## config.mk

```make
export PLATFORM = sky130hd
export DESIGN_NAME = uart_rx
export DESIGN_NICKNAME = d
export VERILOG_FILES = /design/src/rtl/uart_pkg.sv /design/src/rtl/sync_fifo.sv /design/src/rtl/uart_rx.sv
export SDC_FILE = /design/constraint.sdc
export NUM_CORES = 1
export LEC_CHECK = 0
export CORE_MARGIN = 5
export CORE_UTILIZATION = 55
export CTS_BUF_LIST = sky130_fd_sc_hd__clkbuf_8
export CTS_CLUSTER_DIAMETER = 80
export DETAILED_ROUTE_END_ITERATION = 10
export PLACE_DENSITY = 0.8
export SYNTH_ARGS = -nofsm -noshare
export SYNTH_HDL_FRONTEND = slang
export SYNTH_SLANG_ARGS = --single-unit
```

## constraint.sdc

```tcl
create_clock -name clk_sys -period 1.9 [get_ports clk_sys]
set_clock_uncertainty 0.15 [all_clocks]
set_input_delay 0.19 -clock clk_sys [delete_from_list [all_inputs] [get_ports clk_sys]]
set_output_delay 0.19 -clock clk_sys [all_outputs]
set_load 0.1 [all_outputs]
```

## src/rtl/uart_pkg.sv

```systemverilog
// Shared UART definitions for the receiver and the transmitter.
//   uart_rx_state_e : receiver FSM states
//   uart_rx_dbg_t   : receiver internals gathered for checkers
//   OVERSAMPLE      : ticks per bit period
//   calc_div()      : clocks per oversampling tick, rounded to nearest
package uart_pkg;

  typedef enum logic [2:0] {
    IDLE    = 3'd0,
    START   = 3'd1,
    DATA    = 3'd2,
    STOP    = 3'd3,
    WAIT_HI = 3'd4
  } uart_rx_state_e;

  localparam int OVERSAMPLE = 16;

  // Per-bit tick counter values (ticks already seen in this bit) at which
  // the line is sampled. The vote happens on the tick where the counter is
  // VOTE_CNT, using the two stored samples plus the live line value, so
  // the three samples sit on ticks 7, 8 and 9 of the bit period.
  localparam logic [3:0] SAMPLE_A_CNT = 4'd6;
  localparam logic [3:0] SAMPLE_B_CNT = 4'd7;
  localparam logic [3:0] VOTE_CNT     = 4'd8;

  typedef struct packed {
    uart_rx_state_e state;
    logic [2:0]     bit_idx;
    logic [3:0]     tick_cnt;
    logic           fifo_full;
    logic           fifo_empty;
  } uart_rx_dbg_t;

  function automatic int calc_div(input int clk_hz, input int baud);
    return (clk_hz + (baud * OVERSAMPLE) / 2) / (baud * OVERSAMPLE);
  endfunction

endpackage

```

## src/rtl/sync_fifo.sv

```systemverilog
// Synchronous FIFO with ready/valid on both sides.
//   clk, rst                      : clock, synchronous active-high reset
//   in_valid/in_ready/in_data     : write side
//   out_valid/out_ready/out_data  : read side; out_data is the head entry
//   full, empty                   : occupancy flags
// Handshake: a transfer happens on a side in every cycle where its valid
// and ready are both high; valid never depends on ready of the same side.
// When full, in_ready follows out_ready so a write can share the cycle
// with a read and occupancy stays unchanged.
module sync_fifo #(
  parameter int WIDTH = 8,
  parameter int DEPTH = 4
) (
  input  logic             clk,
  input  logic             rst,
  input  logic             in_valid,
  output logic             in_ready,
  input  logic [WIDTH-1:0] in_data,
  output logic             out_valid,
  input  logic             out_ready,
  output logic [WIDTH-1:0] out_data,
  output logic             full,
  output logic             empty
);
  localparam int AW = $clog2(DEPTH);

  logic [AW:0]      wr_ptr_q, wr_ptr_d;
  logic [AW:0]      rd_ptr_q, rd_ptr_d;
  logic [WIDTH-1:0] mem_q [DEPTH];
  logic [WIDTH-1:0] mem_d [DEPTH];
  logic             do_push, do_pop;

  // Pointers carry one extra wrap bit to tell full from empty.
  assign empty     = (wr_ptr_q == rd_ptr_q);
  assign full      = (wr_ptr_q[AW] != rd_ptr_q[AW]) &&
                     (wr_ptr_q[AW-1:0] == rd_ptr_q[AW-1:0]);
  assign out_valid = !empty;
  assign in_ready  = !full || out_ready;
  assign out_data  = mem_q[rd_ptr_q[AW-1:0]];
  assign do_push   = in_valid && in_ready;
  assign do_pop    = out_valid && out_ready;

  always_comb begin
    mem_d    = mem_q;
    wr_ptr_d = wr_ptr_q;
    rd_ptr_d = rd_ptr_q;
    if (do_push) begin
      mem_d[wr_ptr_q[AW-1:0]] = in_data;
      wr_ptr_d = wr_ptr_q + {{AW{1'b0}}, 1'b1};
    end
    if (do_pop) begin
      rd_ptr_d = rd_ptr_q + {{AW{1'b0}}, 1'b1};
    end
  end

  always_ff @(posedge clk) begin
    if (rst) begin
      wr_ptr_q <= '0;
      rd_ptr_q <= '0;
      for (int i = 0; i < DEPTH; i++) mem_q[i] <= '0;
    end else begin
      wr_ptr_q <= wr_ptr_d;
      rd_ptr_q <= rd_ptr_d;
      mem_q    <= mem_d;
    end
  end

endmodule

```

## src/rtl/uart_rx.sv

```systemverilog
// 8N1 UART receiver with 16x oversampling and a small output FIFO.
//   clk_sys, rst_sys : clock, synchronous active-high reset
//   rx_i             : asynchronous serial line, idles high
//   rx_data_o        : FIFO head byte
//   rx_valid_o       : FIFO not empty
//   rx_ready_i       : consumer takes the head byte when rx_valid_o is high
//   frame_err_o      : 1-cycle pulse, stop bit sampled low
//   overrun_o        : 1-cycle pulse, good byte dropped on a full FIFO
//   busy_o           : FSM not in IDLE
// Internal state is gathered in the dbg struct for bound checkers.
module uart_rx
  import uart_pkg::*;
#(
  parameter int CLK_FREQ_HZ = 100_000_000,
  parameter int BAUD        = 115200,
  parameter int FIFO_DEPTH  = 4
) (
  input  logic       clk_sys,
  input  logic       rst_sys,
  input  logic       rx_i,
  output logic [7:0] rx_data_o,
  output logic       rx_valid_o,
  input  logic       rx_ready_i,
  output logic       frame_err_o,
  output logic       overrun_o,
  output logic       busy_o
);
  localparam int            DIV      = calc_div(CLK_FREQ_HZ, BAUD);
  localparam int            DW       = (DIV > 1) ? $clog2(DIV) : 1;
  localparam logic [DW-1:0] DIV_LAST = DW'(DIV - 1);

  logic [1:0]     sync_q, sync_d;
  logic           prev_q, prev_d;
  logic [DW-1:0]  div_cnt_q, div_cnt_d;
  uart_rx_state_e state_q, state_d;
  logic [3:0]     tick_cnt_q, tick_cnt_d;
  logic [2:0]     bit_idx_q, bit_idx_d;
  logic [7:0]     shift_q, shift_d;
  logic [1:0]     samp_q, samp_d;
  logic           frame_err_q, frame_err_d;
  logic           overrun_q, overrun_d;

  logic           rx_sync, tick, in_frame, vote, vote_now;
  logic           push_valid, push_ready;
  logic           fifo_full, fifo_empty;
  uart_rx_dbg_t   dbg;

  assign rx_sync  = sync_q[1];
  assign tick     = (div_cnt_q == DIV_LAST);
  assign in_frame = (state_q == START) || (state_q == DATA) || (state_q == STOP);
  assign vote     = (samp_q[1] & samp_q[0]) | (samp_q[1] & rx_sync) |
                    (samp_q[0] & rx_sync);
  assign vote_now = tick && (tick_cnt_q == VOTE_CNT);

  always_comb begin
    sync_d      = {sync_q[0], rx_i};
    prev_d      = rx_sync;
    div_cnt_d   = tick ? '0 : div_cnt_q + DW'(1);
    state_d     = state_q;
    tick_cnt_d  = tick_cnt_q;
    bit_idx_d   = bit_idx_q;
    shift_d     = shift_q;
    samp_d      = samp_q;
    frame_err_d = 1'b0;
    overrun_d   = 1'b0;
    push_valid  = 1'b0;

    // The per-bit tick counter runs modulo 16 from the start edge, so the
    // vote after the start bit lines up with the data bit centres without
    // any realignment.
    if (in_frame && tick) begin
      tick_cnt_d = tick_cnt_q + 4'd1;
      if (tick_cnt_q == SAMPLE_A_CNT || tick_cnt_q == SAMPLE_B_CNT) begin
        samp_d = {samp_q[0], rx_sync};
      end
    end

    case (state_q)
      IDLE: begin
        if (prev_q && !rx_sync) begin
          state_d    = START;
          div_cnt_d  = '0;
          tick_cnt_d = '0;
          bit_idx_d  = '0;
        end
      end
      START: begin
        if (vote_now) state_d = vote ? IDLE : DATA;
      end
      DATA: begin
        if (vote_now) begin
          shift_d = {vote, shift_q[7:1]};
          if (bit_idx_q == 3'd7) state_d = STOP;
          else                   bit_idx_d = bit_idx_q + 3'd1;
        end
      end
      STOP: begin
        if (vote_now) begin
          if (vote) begin
            push_valid = 1'b1;
            overrun_d  = !push_ready;
            state_d    = IDLE;
          end else begin
            frame_err_d = 1'b1;
            state_d     = WAIT_HI;
          end
        end
      end
      WAIT_HI: begin
        // Hold through a break until the line recovers.
        if (rx_sync) state_d = IDLE;
      end
      default: state_d = IDLE;
    endcase
  end

  always_ff @(posedge clk_sys) begin
    if (rst_sys) begin
      sync_q      <= 2'b11;
      prev_q      <= 1'b1;
      div_cnt_q   <= '0;
      state_q     <= IDLE;
      tick_cnt_q  <= '0;
      bit_idx_q   <= '0;
      shift_q     <= '0;
      samp_q      <= '0;
      frame_err_q <= 1'b0;
      overrun_q   <= 1'b0;
    end else begin
      sync_q      <= sync_d;
      prev_q      <= prev_d;
      div_cnt_q   <= div_cnt_d;
      state_q     <= state_d;
      tick_cnt_q  <= tick_cnt_d;
      bit_idx_q   <= bit_idx_d;
      shift_q     <= shift_d;
      samp_q      <= samp_d;
      frame_err_q <= frame_err_d;
      overrun_q   <= overrun_d;
    end
  end

  sync_fifo #(
    .WIDTH(8),
    .DEPTH(FIFO_DEPTH)
  ) u_fifo (
    .clk      (clk_sys),
    .rst      (rst_sys),
    .in_valid (push_valid),
    .in_ready (push_ready),
    .in_data  (shift_q),
    .out_valid(rx_valid_o),
    .out_ready(rx_ready_i),
    .out_data (rx_data_o),
    .full     (fifo_full),
    .empty    (fifo_empty)
  );

  assign frame_err_o = frame_err_q;
  assign overrun_o   = overrun_q;
  assign busy_o      = (state_q != IDLE);

  assign dbg = '{state: state_q, bit_idx: bit_idx_q, tick_cnt: tick_cnt_q,
                 fifo_full: fifo_full, fifo_empty: fifo_empty};

endmodule

```

==> out/qor.yml <==
floorplan:
  ios: 16
  die_h_um: 88.2
  rows: 28
  fp.dieW_um: 88.2
  core-area_mm2: 0.00592
  dieArea_mm2: 0.00779
  initial_core_util: 0.569
global_routing:
  antenna_found_initial: 0
  grt_overflow: 0
  grt_pass1_wl_mm: 11.8
  grt_pass1_vias: 2543
  grt_util_all_layers: 0.195
  grt_max_degree: 69
logic_synthesis:
  synth-seq-area-share: 0.410
  synth_seq_cells: 69
  synth_xor_area_frac: 0.0360
  synth-adder-area-share: 0.0476
  synth_fp_nets: 337
  synthSimpleGateAreaFrac: 0.212
  synthMostInstantiatedCell: "dfxtp_1"
  synth_compound_area_frac: 0.0617
  yosysWarnings: 0
  synth_cells: 321
  synth_top_area_frac: 0.410
  syn_area_mm2: 0.00337
  synth-edff-count: 0
  synth_area_leaders: "dfxtp_1 (41%), mux2i_1 (12%), nand2b_1 (7.6%)"
  synth_ff_type: "dfxtp_1"
  synthMuxAreaShare: 0.191
  synthArstFlopShare: 0
  yosysTopAreaCell: "dfxtp_1"
  ys_top_cells_by_count: "dfxtp_1 (69), mux2i_1 (42), nand2b_1 (41), nor2_1 (24), ha_1 (12)"
  syn_avg_cell_area_um2: 10.5
  synth_top_family_by_area: "simple AND/OR/NAND/NOR gates"
  synth.distinct_cells: 49
clock_tree:
  htreeDepth: 3
  cts_buffers: 9
  insertion_delay_ns: 0.34
  root_buffer: "clkbuf_8"
  cts_sinks: 69
  clkSlewWorstSetupHoldPaths_ns: 0.08
  cts.path.max_buffers: 2
  cts_tree: "built"
critical_path:
  r2r_cells: 4
  r2r-end: "u_fifo.wr_ptr_q[2]$_SDFFE_PP0P_"
  cp_data_arrival_time_ns: 1.63
  end_kind: "primary output"
  cp_max_fo: 5
  cp_cell_sequence: "buf_8 > mux4_2 > buf_12"
  regToRegStartpoint: "u_fifo.rd_ptr_q[1]$_SDFFE_PP0P_"
  path_class: "flip-flop to primary output"
  cpMaxStageDelayCell: "mux4_2"
  critPathLaunchType: "flip-flop"
  reg2reg_slack_ns: -0.03
  max_stage_delay_ns: 0.56
  worst-endpoint-required_ns: 1.56
sta:
  fmax_mhz: 509
  worst_pin_slew_ns: 0.493
  hold_viol: 0
  setup_viol: 13
  drv_slew: 0
  final.period_utilization: 1.03
  slew_headroom: 0.671
  rsz0062_at_grt: "true"
  fin_crit_ns: 1.97
  holdWs_ns: 0.103
  finalWorstSetupSlack_ns: -0.0661
min_path:
  min_from: "rst_sys"
  hold_path_depth: 3
  hp-class: "input port to flip-flop"
  min_to: "tick_cnt_q[0]$_SDFF_PP0_"
power:
  internal-power_mw: 2.03
  ir_drop_mv: 0.580
  share_seq_of_total_power: 0.537
  p_comb_frac: 0.082
  p_total_mw: 2.74
  cellPowerDensity_mw_per_mm2: 652
  p_sw_mw: 0.708
  power_switching_share: 0.258
  clockPowerShare: 0.381
  p_leak_nw: 1.70
drt:
  drt_iter0_markers: 178
  ant_nets: 0
  routedWlPerCell_um: 15.9
  drc_errors: 0
  vias: 2525
  via_per_inst: 5.59
  drt_pass1_iterations: 4
  wl_mm: 7.19
finish:
  final_util: 0.710
  fin_nets: 388
  area_growth_pct: 24.9
  drive_above_1_share: 0.300
  antennaDiodeCount: 0
placed_design:
  gp_congestion: 0.852
  hpwl_mm: 4.61
  dp_slack_ns: -0.114
  io_buffers: 15
run:
  drv_cap: 0
status:
  status: "finished with violations"
  violations: "setup timing"
## sequential cells by signal, indices dropped and copies added, names as in the netlist
signal / count
u_fifo.rd_ptr_q: 3
sync_q: 2
shift_q: 8
frame_err_o: 1
div_cnt_q: 6
prev_q: 1
u_fifo.wr_ptr_q: 3
samp_q: 2
tick_cnt_q: 4
u_fifo.mem_q: 32
overrun_o: 1
state_q: 3
bit_idx_q: 3
## routing by layer
layer	vias to the layer above	global-route usage	wire length, um	part of all wire
li1	1230	-	-	-
met4	0	0.0714	156	0.022
met3	8	0.0559	240	0.033
met2	52	0.337	3710	0.52
met1	1235	0.230	3090	0.43
met5	-	0	0	0
## stage by stage
step / cells / area, um2 / setup TNS (ns)
6_report: 452 / 4200 / -0.376
5_1_grt: 452 / 4200 / -1.73
4_1_cts: 448 / 4100 / -0.355
3_5_place_dp: 424 / 3860 / -1.11
3_3_place_gp: 424 / 3860 / -0.176
2_1_floorplan: 321 / 3380 / -0.335
## cells in the final DEF, fill, tap and decap left out, types with 2 or more instances in the layout
cell type	Yosys	layout
dfxtp_1	69	61
nand2b_1	41	41
mux2i_1	42	40
buf_4	0	37
nor2_1	24	24
buf_12	0	13
ha_1	12	10
a21oi_1	11	9
clkbuf_8	0	9
mux4_2	0	8
o21ai_0	8	8
nand3_1	7	7
xor2_1	6	6
xnor2_1	6	6
dfxtp_2	0	6
inv_1	7	5
nand2_1	5	5
nor4_1	5	5
nand4_1	4	4
nand3b_1	4	4
or3_1	3	3
o31ai_1	3	3
or2_2	3	3
clkinv_2	0	3
clkinv_4	0	3
buf_6	6	3
inv_2	0	2
o21bai_1	2	2
nor3_1	3	2
o211a_1	2	2
o211ai_1	2	2
and4b_1	2	2
nor2b_1	2	2
a21oi_2	0	2
mux2i_2	0	2
clkdlybuf4s50_1	0	2
dfxtp_4	0	2
## timing repair
| item | CTS | global route |
|---|---|---|
| setup endpoints to repair | 19 | 48 |
| buffers inserted | 7 | 3 |
| endpoints found under the hold margin | 0 | 0 |
| gates resized for setup | 21 | 18 |
| hold buffers | 0 | 0 |
| gates cloned | 1 | 1 |
| pin swaps | 1 | 7 |
## worst max path at each step
| stage | startpoint | endpoint | slack, ns | cells past startpoint |
|---|---|---|---|---|
| after floorplan | u_fifo.rd_ptr_q[1]$_SDFFE_PP0P_ | u_fifo.wr_ptr_q[2]$_SDFFE_PP0P_ | -0.14 | 7 |
| after global placement | rx_ready_i | u_fifo.wr_ptr_q[2]$_SDFFE_PP0P_ | -0.03 | 4 |
| after detailed placement | rx_ready_i | u_fifo.mem_q[5]$_SDFFE_PP0P_ | -0.11 | 5 |
| after CTS | u_fifo.rd_ptr_q[1]$_SDFFE_PP0P_ | rx_data_o[4] | -0.08 | 3 |
| after global routing | u_fifo.rd_ptr_q[1]$_SDFFE_PP0P_ | u_fifo.mem_q[1]$_SDFFE_PP0P_ | -0.11 | 5 |
| final | u_fifo.rd_ptr_q[1]$_SDFFE_PP0P_ | rx_data_o[4] | -0.07 | 3 |
## cell type report
class / count / area, um2
clock buffer: 9 / 124
clock inverter: 7 / 50.0
fill: 416 / 1720
inverter: 7 / 26.3
multi-input combinational: 227 / 1880
sequential: 69 / 1400
tap: 75 / 93.8
timing repair buffer: 58 / 637
## power groups by stage
stage	Sequential (mW)	Combinational, mW	Clock (mW)
3_3_place_gp	1.50	0.208	0
6_report	1.47	0.224	1.04
2_1_floorplan	1.50	0.142	0
3_5_place_dp	1.50	0.212	0
4_1_cts	1.47	0.213	1.06
5_1_grt	1.47	0.241	1.13
## critical path: cells and delay by family (launching register included)
family	cells	cell delay [ns]
muxes	1	0.56
DFF	1	0.39
buffers and inverters	2	0.33
## logic make-up (layout without fill, tap and decap cells)
kind of cell             Yosys count  after routing
AO/OA/AOI/OAI                     33             33
buffers and inverters             25             81
flip-flops                        69             69
XOR/XNOR                          13             13
multiplexers                      51             51
AND/OR/NAND/NOR                  117            117
adder cells (fa/ha/maj)           13             13
(Power assumes the default switching activity.)
==> RTL change (config.mk and constraints unchanged) <==
Reset style: asynchronous (`rst` and `rst_sys`), changed in 2 clocked blocks. Comments in the files are not updated.
--- a/src/rtl/sync_fifo.sv
+++ b/src/rtl/sync_fifo.sv
@@ -53,7 +53,7 @@
     end
   end
 
-  always_ff @(posedge clk) begin
+  always_ff @(posedge clk or posedge rst) begin
     if (rst) begin
       wr_ptr_q <= '0;
       rd_ptr_q <= '0;
--- a/src/rtl/uart_rx.sv
+++ b/src/rtl/uart_rx.sv
@@ -114,7 +114,7 @@
     endcase
   end
 
-  always_ff @(posedge clk_sys) begin
+  always_ff @(posedge clk_sys or posedge rst_sys) begin
     if (rst_sys) begin
       sync_q      <= 2'b11;
       prev_q      <= 1'b1;
Function: differs if rst_sys is asserted again (counterexample within 4 cycles, from zero or initial values and one cycle with rst_sys high); with rst_sys held inactive, the same outputs for 10 cycles.
==> RTL change against the original RTL <==
The run still ends with setup timing left. Fmax down 1.7%. Setup slack worse by 34 ps. Final area up 1.8%. Final cell count down 19%. Area after synthesis down 4.4%. Via count down 19%. Sequential cell count unchanged. Routed wire length down 7.4%. Largest cell class is now registers.
Power is not compared: it rests on default switching activity, and its combinational part moved more than twofold at a synthesized area within 25%.
==> RTL change: results (changes against the original RTL) <==
metric,value,unit,change
dp_slack,-199,ps,-84.6 ps
clockBufferDepth,2,,unchanged
wire_per_inst,18.1,um,+14%
r2r-start,state_q[2],,
synth_commonest_cells,"dfrtp_1 (66), mux2_2 (36), nor2_1 (19)",,
viasPerCell,5.54,,-0.86%
slew_headroom,0.710,,+0.0391
min_path_cells,1,,-2
synthTopCellsByArea,"dfrtp_1 (51%), mux2_2 (13%), mux4_2 (5.6%), ha_1 (4.7%), mux2_4 (4.2%)",,
gp_congestion,0.739,,-13%
critPathMaxFanout,9,,+4
hpwl,4050,um,-12%
clkTransAtPathRegs,60,ps,-20 ps
violations,setup timing,,
arrival,2060,ps,+430 ps
outcome,finished with violations,,
critPathMaxStageDelay,410,ps,-150 ps
grt_max_degree,70,,+1.4%
leakagePower,2.03,nW,
setup_violations,48,,+35
ys.flop_type,dfrtp_1,,
ctsRootBufferMaster,clkbuf_8,,
reg2reg_depth,5,,+1
nFillCells,332,,-20%
tns,-2320,ps,-1940 ps
antenna_found_initial,0,,unchanged
reg2reg_to,u_fifo.mem_q[4],,
nets,307,,-21%
ys_seq_area_frac,0.538,,+0.127
dr.first_iter.drc_count,75,,-58%
synthesis.nets,241,,-28%
grt_pass1_wl,11100,um,-6.0%
grt_pass1_vias,2222,,-13%
grt_usage,0.195,,+0.000349
timing.final.ws_setup,-100,ps,-34.3 ps
drive_above_1_share,0.524,,+0.224
min_from,rx_i,,
yosys.cell_types.count,40,,-18%
==> RTL change: through the flow <==
stage	util	cells	total power, mW	cell area, um2	hold WS, ps
global route	0.763	368	3.48	4280	93.3
floorplan	-	225	1.92	3280	44.5
detailed placement	0.681	338	2.11	3820	198
finish	0.763	368	3.31	4280	111
CTS	0.749	364	3.32	4200	96.7
global placement	0.681	338	2.09	3820	196
==> RTL change: critical path, delay by kind of cell, from the launching register on <==
| kind | cells | cell delay, ps |
|---|---|---|
| and+or+nand+nor | 3 | 850 |
| DFF | 1 | 410 |
| muxes | 1 | 330 |
| buffers and inverters | 1 | 150 |
==> RTL change: logic make-up (layout without fill, tap and decap cells) <==
group | Yosys count | in the layout | synth area share
muxes | 55 | 55 | 0.230
and+or+nand+nor | 52 | 52 | 0.0980
DFF | 69 | 69 | 0.538
xor gates and xnor gates | 14 | 14 | 0.0381
adders and majority gates | 13 | 13 | 0.0502
AOI/OAI and AO/OA | 8 | 8 | 0.0202
buffers and inverters | 14 | 85 | 0.0257
==> RTL change: what timing repair did <==
item,4_1_cts,5_1_grt
endpoints found under the setup margin,55,66
resized for setup,26,9
pin swaps,6,7
buffers inserted,10,4
==> RTL change: where the power goes <==
group | switching [mW] | internal, mW
sequential | 0.0720 | 1.56
combinational | 0.263 | 0.254
clock | 0.500 | 0.660
total | 0.836 | 2.47
==> RTL change: per-layer routing <==
layer | global-route usage | wire length (um)
met1 | 0.259 | 2970
met2 | 0.312 | 3320
met3 | 0.0523 | 225
met4 | 0.0680 | 142
met5 | 0 | 0
==> RTL change: how the worst min path moves through the flow <==
stage	to
final	sync_q[0]
after global routing	sync_q[0]
after CTS	sync_q[0]
after detailed placement	sync_q[1]
after global placement	sync_q[1]
after floorplan	sync_q[0]
==> RTL change: cell type report <==
type / instances / area, um2 / area share
sequential: 69 / 1730 / 0.405
clock inverter: 5 / 45.0 / 0.0105
inverter: 8 / 33.8 / 0.00789
clock buffer: 11 / 151 / 0.0354
tap: 72 / 90.1 / 0.0210
multi-input combinational: 142 / 1580 / 0.369
timing repair buffer: 61 / 647 / 0.151
